`src/rtl/ifft_4_point.sv`:
```
// ----------------------------------------------------------------------------
// ifft_4_point
//   Four-point inverse FFT. Accepts one complex spectrum frame X[0..3] and
//   returns the time-domain samples x[0..3] scaled by 1/4 (floor rounding).
//   Two radix-2 butterfly stages with trivial twiddles (+-1, +-j), so the
//   datapath is adders only. Valid/ready handshakes on both sides; one frame
//   in flight at a time (IDLE -> STAGE1 -> STAGE2 -> OUTPUT -> IDLE).
//
// Ports
//   clock         rising-edge clock
//   reset         asynchronous, active-high reset
//   input_valid   input frame present
//   input_ready   block can accept a frame (high only in IDLE)
//   input_real    X[k].re, bin k in bits [(k+1)*input_size-1 : k*input_size]
//   input_imag    X[k].im, same packing
//   output_valid  output frame present (high only in OUTPUT)
//   output_ready  downstream accepts the frame
//   output_real   x[n].re, same packing by n
//   output_imag   x[n].im, same packing by n
// ----------------------------------------------------------------------------
module ifft_4_point #(
    parameter int input_size       = 16,
    parameter int calculation_size = 18
) (
    input  logic                    clock,
    input  logic                    reset,
    input  logic                    input_valid,
    output logic                    input_ready,
    input  logic [4*input_size-1:0] input_real,
    input  logic [4*input_size-1:0] input_imag,
    output logic                    output_valid,
    input  logic                    output_ready,
    output logic [4*input_size-1:0] output_real,
    output logic [4*input_size-1:0] output_imag
);

    // Four input_size terms summed need input_size+2 bits to be exact.
    generate
        if (calculation_size < input_size + 2) begin : g_width_check
            $error("ifft_4_point: calculation_size must be at least input_size+2");
        end
    endgenerate

    typedef enum logic [1:0] {
        IDLE,
        STAGE1,
        STAGE2,
        OUTPUT
    } state_t;

    typedef logic signed [input_size-1:0]       samp_t;
    typedef logic signed [calculation_size-1:0] calc_t;

    state_t state_q, state_d;

    samp_t x_re_q [4];
    samp_t x_re_d [4];
    samp_t x_im_q [4];
    samp_t x_im_d [4];

    calc_t a_re_q [4];
    calc_t a_re_d [4];
    calc_t a_im_q [4];
    calc_t a_im_d [4];

    calc_t xe_re [4];
    calc_t xe_im [4];
    calc_t s_re  [4];
    calc_t s_im  [4];

    logic [4*input_size-1:0] out_re_q, out_re_d;
    logic [4*input_size-1:0] out_im_q, out_im_d;

    logic in_fire;
    logic out_fire;
    logic unused_s;

    function automatic calc_t sext(input samp_t v);
        return {{(calculation_size-input_size){v[input_size-1]}}, v};
    endfunction

    // ------------------------------------------------------------------
    // State register and datapath registers
    // ------------------------------------------------------------------
    always_ff @(posedge clock or posedge reset) begin
        if (reset) begin
            state_q  <= IDLE;
            out_re_q <= '0;
            out_im_q <= '0;
            for (int unsigned k = 0; k < 4; k++) begin
                x_re_q[k] <= '0;
                x_im_q[k] <= '0;
                a_re_q[k] <= '0;
                a_im_q[k] <= '0;
            end
        end else begin
            state_q  <= state_d;
            out_re_q <= out_re_d;
            out_im_q <= out_im_d;
            for (int unsigned k = 0; k < 4; k++) begin
                x_re_q[k] <= x_re_d[k];
                x_im_q[k] <= x_im_d[k];
                a_re_q[k] <= a_re_d[k];
                a_im_q[k] <= a_im_d[k];
            end
        end
    end

    // ------------------------------------------------------------------
    // Next-state logic
    // ------------------------------------------------------------------
    always_comb begin
        state_d = state_q;
        case (state_q)
            IDLE:    if (in_fire)  state_d = STAGE1;
            STAGE1:  state_d = STAGE2;
            STAGE2:  state_d = OUTPUT;
            OUTPUT:  if (out_fire) state_d = IDLE;
            default: state_d = IDLE;
        endcase
    end

    // ------------------------------------------------------------------
    // Handshake outputs, decoded from state only
    // ------------------------------------------------------------------
    always_comb begin
        input_ready  = (state_q == IDLE);
        output_valid = (state_q == OUTPUT);
        output_real  = out_re_q;
        output_imag  = out_im_q;
    end

    assign in_fire  = input_valid & input_ready;
    assign out_fire = output_valid & output_ready;

    // ------------------------------------------------------------------
    // Butterfly arithmetic
    // ------------------------------------------------------------------
    always_comb begin
        for (int unsigned k = 0; k < 4; k++) begin
            xe_re[k] = sext(x_re_q[k]);
            xe_im[k] = sext(x_im_q[k]);
        end
    end

    // Second stage: s1 = a1 + j*a3, s3 = a1 - j*a3 (inverse-direction twiddle).
    always_comb begin
        s_re[0] = a_re_q[0] + a_re_q[2];
        s_im[0] = a_im_q[0] + a_im_q[2];
        s_re[2] = a_re_q[0] - a_re_q[2];
        s_im[2] = a_im_q[0] - a_im_q[2];
        s_re[1] = a_re_q[1] - a_im_q[3];
        s_im[1] = a_im_q[1] + a_re_q[3];
        s_re[3] = a_re_q[1] + a_im_q[3];
        s_im[3] = a_im_q[1] - a_re_q[3];
    end

    // The /4 slice below discards the two LSBs (and any headroom bits).
    assign unused_s = ^{s_re[0], s_re[1], s_re[2], s_re[3],
                        s_im[0], s_im[1], s_im[2], s_im[3]};

    // ------------------------------------------------------------------
    // Datapath next-state: capture, stage 1, stage 2
    // ------------------------------------------------------------------
    always_comb begin
        x_re_d   = x_re_q;
        x_im_d   = x_im_q;
        a_re_d   = a_re_q;
        a_im_d   = a_im_q;
        out_re_d = out_re_q;
        out_im_d = out_im_q;
        case (state_q)
            IDLE: begin
                if (in_fire) begin
                    for (int unsigned k = 0; k < 4; k++) begin
                        x_re_d[k] = input_real[k*input_size +: input_size];
                        x_im_d[k] = input_imag[k*input_size +: input_size];
                    end
                end
            end
            STAGE1: begin
                a_re_d[0] = xe_re[0] + xe_re[2];
                a_im_d[0] = xe_im[0] + xe_im[2];
                a_re_d[1] = xe_re[0] - xe_re[2];
                a_im_d[1] = xe_im[0] - xe_im[2];
                a_re_d[2] = xe_re[1] + xe_re[3];
                a_im_d[2] = xe_im[1] + xe_im[3];
                a_re_d[3] = xe_re[1] - xe_re[3];
                a_im_d[3] = xe_im[1] - xe_im[3];
            end
            STAGE2: begin
                // Taking bits [input_size+1:2] of a two's-complement sum is an
                // arithmetic shift by 2, i.e. floor division by 4.
                for (int unsigned k = 0; k < 4; k++) begin
                    out_re_d[k*input_size +: input_size] = s_re[k][input_size+1:2];
                    out_im_d[k*input_size +: input_size] = s_im[k][input_size+1:2];
                end
            end
            default: ;
        endcase
    end

endmodule

```
`config.mk`:
```
export PLATFORM = sky130hd
export DESIGN_NAME = ifft_4_point
export DESIGN_NICKNAME = d
export VERILOG_FILES = /design/src/rtl/ifft_4_point.sv
export SDC_FILE = /design/constraint.sdc
export NUM_CORES = 1
export LEC_CHECK = 0
export ABC_AREA = 1
export CAP_MARGIN = 20
export CORE_MARGIN = 10
export CORE_UTILIZATION = 25
export CTS_CLUSTER_SIZE = 12
export DETAILED_ROUTE_END_ITERATION = 10
export GPL_ROUTABILITY_DRIVEN = 0
export PLACE_DENSITY = 0.5
export SKIP_LAST_GASP = 1
export SYNTH_ARGS = -nofsm -noshare
export SYNTH_HDL_FRONTEND = slang
export SYNTH_SLANG_ARGS = --single-unit
```
`constraint.sdc`:
```
create_clock -name clock -period 13.1 [get_ports clock]
set_input_delay 1.965 -clock clock [delete_from_list [all_inputs] [get_ports clock]]
set_output_delay 1.965 -clock clock [all_outputs]
set_load 0.05 [all_outputs]
```
==> summary.md <==
* 11.14 ns — data required time of the critical path
* 29000 um^2 — Netlist Area Pre-Place
* 390 — post-synthesis sequential element count
* 0.475 ns — worst slack on hold paths
* clkdlybuf4s50_1 — cell with the biggest individual delay on the critical path
* 0 — CTS-repair resized insts
* 2080 — DRC violation total after the first TritonRoute iteration
* 33.7% — sequential area share after synthesis
* finished clean — result of the run
* a_im_q[14] — worst flop-to-flop path endpoint
* 39 — initial antenna violation count
* output_real[62] — Worst Hold Launch
* 25400 — vias in the first global route
* 103 mm — Total Routed Length
* 262 — total I/O pin count
* 16500 um^2 — area occupied by multi-input gates
* 261 — IO Port Bufs
* 115000 um^2 — Core Region
* 33.7% — area fraction of the dominant cell type after synthesis
* 0 — reported max-cap violation count
* 15.3% — Global Route Usage Sum
* dfrtp_1 (34%), nand2_1 (14%), ha_1 (11%), nand3_1 (6.2%), inv_1 (6.1%) — largest cells by area after synthesis
* flop to flop — Min-Delay Path Class
* 0 — # setup viols final
* 0.0257 ns — Worst Skew
* 7.15 um^2 — Mean Syn Cell Area
* inv_1, ha_1, clkdlybuf4s50_1 — cell-by-cell trace of the critical path
* 2 — instance count along the most critical hold path
* 12500 — filler instances
* 360 um — chip height
* 0.238 GHz — achievable clock frequency
* 100% — share of flip-flops with an asynchronous set or reset
* output port — category of the worst setup path capture point
* 0 — Remaining Overflow, GRT
* 0 — CTS Hold Bufs
* 2 — maximum level of the CTS H-tree
* dfrtp_1 — Post-synth top flop
* 4.20 ns — Min Clock Period, post-route
* flop to output port — Worst Path Class, Setup
* 0 — count of nets left with antenna violations after detail routing
* 0.06 ns — Worst-path clk slew
* 9760 um^2 — area occupied by registers
* 0 ns — final total negative setup slack
* 0 — hold violation count in the final report
* 5 — depth of the worst register-to-register path
* dfrtp_1 — largest area contributor in the synthesized netlist
* 0.993 ns — Tightest Pin Transition
* 32.0% — final worst path period share
* clkbuf_16 — Clock Tree Root
* 43 — post-synth cell types
* output_real[62] — hold-critical path endpoint
* 0 — max-slew violation count
* 0 — total number of yosys warnings
* 4453 — number of nets produced by synthesis
* 25.3% — starting density of the core
* 130000 um^2 — die outline area
* 33.8% — Rel. slew slack
* 18.3% — area grow syn2layout
* 17.8 um — wire length per cell after detailed routing
* 3 — deepest clock path buffer count
* 153 — pin count of the biggest net entering global routing
* 46 — total clock buffers created by CTS
* buffers and inverters — delay-heaviest family, CP
* 2.23 ns — signal arrival time at the worst endpoint
* 0 — EDFF count, synth
* false — setup repair after global routing missed its margin
* 0.61 ns — clk_lat worst skew
* 4053 — instance count of the mapped netlist
* 83.5 mm — final HPWL from detailed placement
* 34300 um^2 — post-route cell area
* 4.62 — detail-routed via count per cell
* 157 mm — wire length of the first global-routing pass
* 124 — placement row count
* state_q[1] — reg2reg start
* 4615 — final net count
* 0 — buffers inserted by post-CTS timing repair
* 32700 um^2 — area after detailed placement
* 390 — sinks on the clock net
* 7 — detailed-routing iteration count for the pre-antenna-repair pass
* flop — type of origin of the critical path
* 0.84 ns — Worst path max stage delay
* 360 um — x dimension of the die
* 10.22 ns — register-to-register path setup slack
* 5.86% — share of layout cells above drive strength 1
* built — CTS tree
* 4 — critical path peak fanout
* 0 — number of remaining DRC errors
* 26600 — number of vias in the routed layout
* 2 — number of buffer and inverter stages on the critical path
[cell usage in the layout (no fill, tap or decap), types with 4 or more instances in the layout]
cell             synthesis  layout
nor4_1                  10      10
nand4_1                 32      32
o21a_1                   6       6
clkdlybuf4s50_1          0     261
ha_1                   260     258
diode_2                  0       9
clkbuf_8                 1       4
nand3_1                361     361
nand3b_1                 5       5
nor2_1                 372     372
nor3_1                  42      42
o21ai_0                221     221
bufinv_16                0       5
a21oi_2                 17      17
mux2_2                  60      60
a21oi_1                287     287
o21ai_2                  6       6
o22ai_1                 24      24
inv_1                  469     467
xor2_1                  70      70
a31oi_1                 13      13
clkbuf_16                0      46
nor2_2                  17      17
and2_1                   4       4
a21oi_4                  4       4
o21bai_2                 4       4
clkbuf_1                25      12
nand2_1               1088    1087
o21bai_1                47      47
inv_2                   23      24
a21o_1                  12      12
dfrtp_1                390     390
o21ai_1                  5       5
nand3_2                  7       7
buf_4                   20       8
fa_1                     8       8
clkinv_2                 0       7
nand2_2                 24      24
[per-layer routing]
layer	track usage [%]	up-vias	part of all wire (%)	routed length, um
met3	3.53	166	6.2	6400
met2	23.3	632	43	43800
li1	-	13400	-	-
met5	0	-	0.30	309
met1	21.4	12400	48	49500
met4	4.23	50	2.8	2840
[tightest hold or removal path, cell delays in order, from the launching register on]
cell	delay [ns]
dfrtp_1	0.34
nand2_1	0.05
nand2_1	0.05
[worst max path at each step]
stage / startpoint / end / slack [ns] / cells after the start
6_report: state_q[1] / input_ready / 8.90 / 3
5_1_grt: state_q[1] / input_ready / 8.79 / 3
4_1_cts: state_q[1] / input_ready / 8.85 / 3
3_5_place_dp: reset / output_real[58] / 8.94 / 3
3_3_place_gp: reset / output_real[26] / 8.94 / 3
2_1_floorplan: reset / a_im_q[10] / 0.29 / 1
[final cells by class]
cell class                      instances  share of cell area (%)
Antenna cell                            9                  0.0657
Tap cell                             1512                    5.52
Clock buffer                           62                    3.65
Inverter                              493                    5.43
Sequential cell                       390                    28.5
Multi-Input combinational cell       3013                    48.2
Clock inverter                         19                   0.734
Timing Repair Buffer                  271                    7.91
[cell usage after synthesis, drive strengths merged, types with 4 or more instances]
cell	n
a21o	12
nand4	32
nor2	389
a21oi	308
mux2	60
o21ai	232
o22ai	24
clkbuf	30
nand2	1112
fa	8
xor2	70
nor4	10
and2	4
nand3	368
ha	260
dfrtp	390
nor3	43
inv	492
a31oi	13
o21a	6
buf	127
nand3b	5
o21bai	51
[state kept, by name (all words and copies together), names as in the netlist]
register     cells
x_im_q          64
output_real     64
output_imag     64
a_im_q          66
x_re_q          64
a_re_q          66
state_q          2
[kinds of logic (layout without fill, tap and decap cells)]
logic type	after synthesis	after routing	synth area share [%]
AO/OA/AOI/OAI	646	646	12.4
XOR/XNOR	72	72	2.18
adder cells (fa/ha/maj)	268	268	11.8
buffers and inverters	650	845	9.32
flip-flops	390	390	33.7
multiplexers	60	60	2.33
other	0	9	0
AND/OR/NAND/NOR	1967	1967	28.3
[per-stage QoR]
step                cells  setup WS, ns  util (%)
floorplan            4053         0.294         -
global placement     5678          8.94      28.5
detailed placement   5678          8.94      28.5
CTS                  5759          8.85      29.9
global route         5766          8.79      29.9
finish               5769          8.90      29.9
Power is not shown: default switching activity piles up to over one toggle a cycle in this logic, so the estimate is an artifact.
==> RTL edit, RTL diff (same settings) <==
The 4 states of `state_t` get a one-hot encoding in 4 bits.
--- a/src/rtl/ifft_4_point.sv
+++ b/src/rtl/ifft_4_point.sv
@@ -41,11 +41,11 @@
         end
     endgenerate
 
-    typedef enum logic [1:0] {
-        IDLE,
-        STAGE1,
-        STAGE2,
-        OUTPUT
+    typedef enum logic [3:0] {
+        IDLE   = 4'b0001,
+        STAGE1 = 4'b0010,
+        STAGE2 = 4'b0100,
+        OUTPUT = 4'b1000
     } state_t;
 
     typedef logic signed [input_size-1:0]       samp_t;
Formal check against the unedited RTL: no difference found for any inputs over 4 cycles, from zero or initial values and one cycle with reset high; so few cycles prove little.
==> RTL edit against the original RTL <==
- setup slack lost 0.30 ns
- critical endpoint is now x_im_q[58]$_DFFE_PP0P_
- cell count increased by 0.76%
- routed wire length grew 1.4%
- largest cell class unchanged
- via count increased by 1.1%
- area after synthesis fell by 0.46%
- sequential cell count increased by 2
- sequential share of layout area rose by 0.061 points
- final area increased by 0.31%
- first-iteration DRC count rose by 11%
- highest routed layer unchanged
- worst hold slack hardly changed
Power is left out: the tool's default activity adds up to more than one toggle a clock period on the data nets, which glitch-free logic cannot reach.
==> RTL edit: results <==
{
  "critical_path_arrival_ns": 5.00,
  "grt_pass1_wl_mm": 159,
  "final_net_count": 4654,
  "viasPerCell": 4.64,
  "max_slew_margin_pct": 35.1,
  "antenna_found_initial": 25,
  "wl_per_cell_um": 17.9,
  "grt_max_degree": 161,
  "numCtsBuffers": 49,
  "status": "finished clean",
  "ys_top_cells_by_count": "1,217 x nand2_1, 489 x inv_1, 391 x dfrtp_1",
  "max_stage_delay_ns": 0.82,
  "timing.rr.end": "a_im_q[30]$_DFFE_PP0N_",
  "hold_depth": 2,
  "grt_pass1_vias": 25600,
  "ys_types": 42,
  "synthTopCellsByArea": "dfrtp_1 34%, nand2_1 16%, ha_1 11%",
  "grt_usage_pct": 15.6,
  "rr_worst_depth": 6,
  "r2r-start": "state_q[3]$_DFFE_PP0P_",
  "first_pass_iters": 8,
  "finClkSkew_ns": 0.0344,
  "clkTransAtPathRegs_ns": 0.06,
  "crit_slowest_cell": "buf_4",
  "critPathLaunch": "input_valid",
  "num-fill-cells": 12400,
  "min_from": "output_real[30]$_DFFE_PP0P_",
  "worstPathMaxFanout": 98,
  "drtIter0Drc": 2314,
  "place_hpwl_mm": 83.7,
  "preCtsSetupSlack_ns": 7.93,
  "worst-r2r-setup-slack_ns": 9.40,
  "insertion_delay_ns": 0.63,
  "holdPathEnd": "output_real[30]$_DFFE_PP0P_",
  "ys_seq_area_share_pct": 34.0,
  "yosys_warnings": 0,
  "synth_nets": 4492
}
[RTL edit: changes by cell type in the layout (fill, tap and decap cells not counted), moves of 18 or more]
cell	unedited run	this run
a21oi_1	287	254
inv_1	467	488
inv_2	24	2
nand2_1	1087	1217
nand2_2	24	0
nor2_1	372	320
o21ai_0	221	275
o22ai_1	24	6
[RTL edit: final cells by class]
type                            count  area, um^2  share of cell area [%]
Antenna cell                        3        7.51                  0.0218
Multi-Input combinational cell   3052       16400                    47.6
Sequential cell                   392        9810                    28.5
Clock inverter                     23         312                   0.906
Inverter                          493        1870                    5.43
Clock buffer                       68        1420                    4.13
Timing Repair Buffer              270        2690                    7.83
Tap cell                         1512        1890                    5.50
[RTL edit: worst max-delay path by stage]
stage | slack (ns) | depth (start not counted) | end
after floorplan | 0.24 | 1 | a_im_q[10]$_DFFE_PP0N_
after global placement | 7.96 | 6 | x_im_q[58]$_DFFE_PP0P_
final | 8.60 | 6 | x_im_q[58]$_DFFE_PP0P_
after global routing | 8.31 | 6 | x_im_q[62]$_DFFE_PP0P_
after CTS | 8.61 | 6 | x_im_q[62]$_DFFE_PP0P_
after detailed placement | 7.93 | 6 | x_im_q[62]$_DFFE_PP0P_
[RTL edit: routing by layer]
| layer | vias to the layer above | share of wire, % | global-route usage [%] | wire [um] |
|---|---|---|---|---|
| li1 | 13500 | - | - | - |
| met1 | 12500 | 48 | 22.0 | 49800 |
| met2 | 732 | 42 | 23.4 | 44300 |
| met3 | 164 | 6.4 | 3.35 | 6700 |
| met4 | 40 | 3.1 | 4.83 | 3250 |
| met5 | - | 0.25 | 0 | 259 |
[RTL edit: metrics by stage]
| step | utilization [%] | instances | hold WS [ns] | area (um^2) |
|---|---|---|---|---|
| 5_1_grt | 30.1 | 5811 | 0.502 | 34400 |
| 3_5_place_dp | 28.5 | 5719 | 0.465 | 32600 |
| 6_report | 30.1 | 5813 | 0.475 | 34400 |
| 4_1_cts | 30.1 | 5810 | 0.481 | 34400 |
| 3_3_place_gp | 28.5 | 5719 | 0.464 | 32600 |
| 2_1_floorplan | - | 4096 | 0.475 | 28800 |
[RTL edit: worst reg2reg max path, stage by stage (launching register included)]
cell and delay (ns):
dfrtp_1 0.42, nor2_1 0.26, nand3_4 0.58, inv_4 0.97
buf_4 0.78, nand3_1 0.43, o21ai_0 0.18
[RTL edit: cells by family (layout without fill, tap and decap cells)]
family,after synthesis,in the layout,share of synthesized area [%]
AO/OA/AOI/OAI,654,654,12.3
other,0,3,0
AND/OR/NAND/NOR,2012,2012,28.6
flip-flops,392,392,34.0
XOR/XNOR,62,62,1.88
multiplexers,60,60,2.34
buffers and inverters,652,854,9.21
adder cells (fa/ha/maj),264,264,11.7
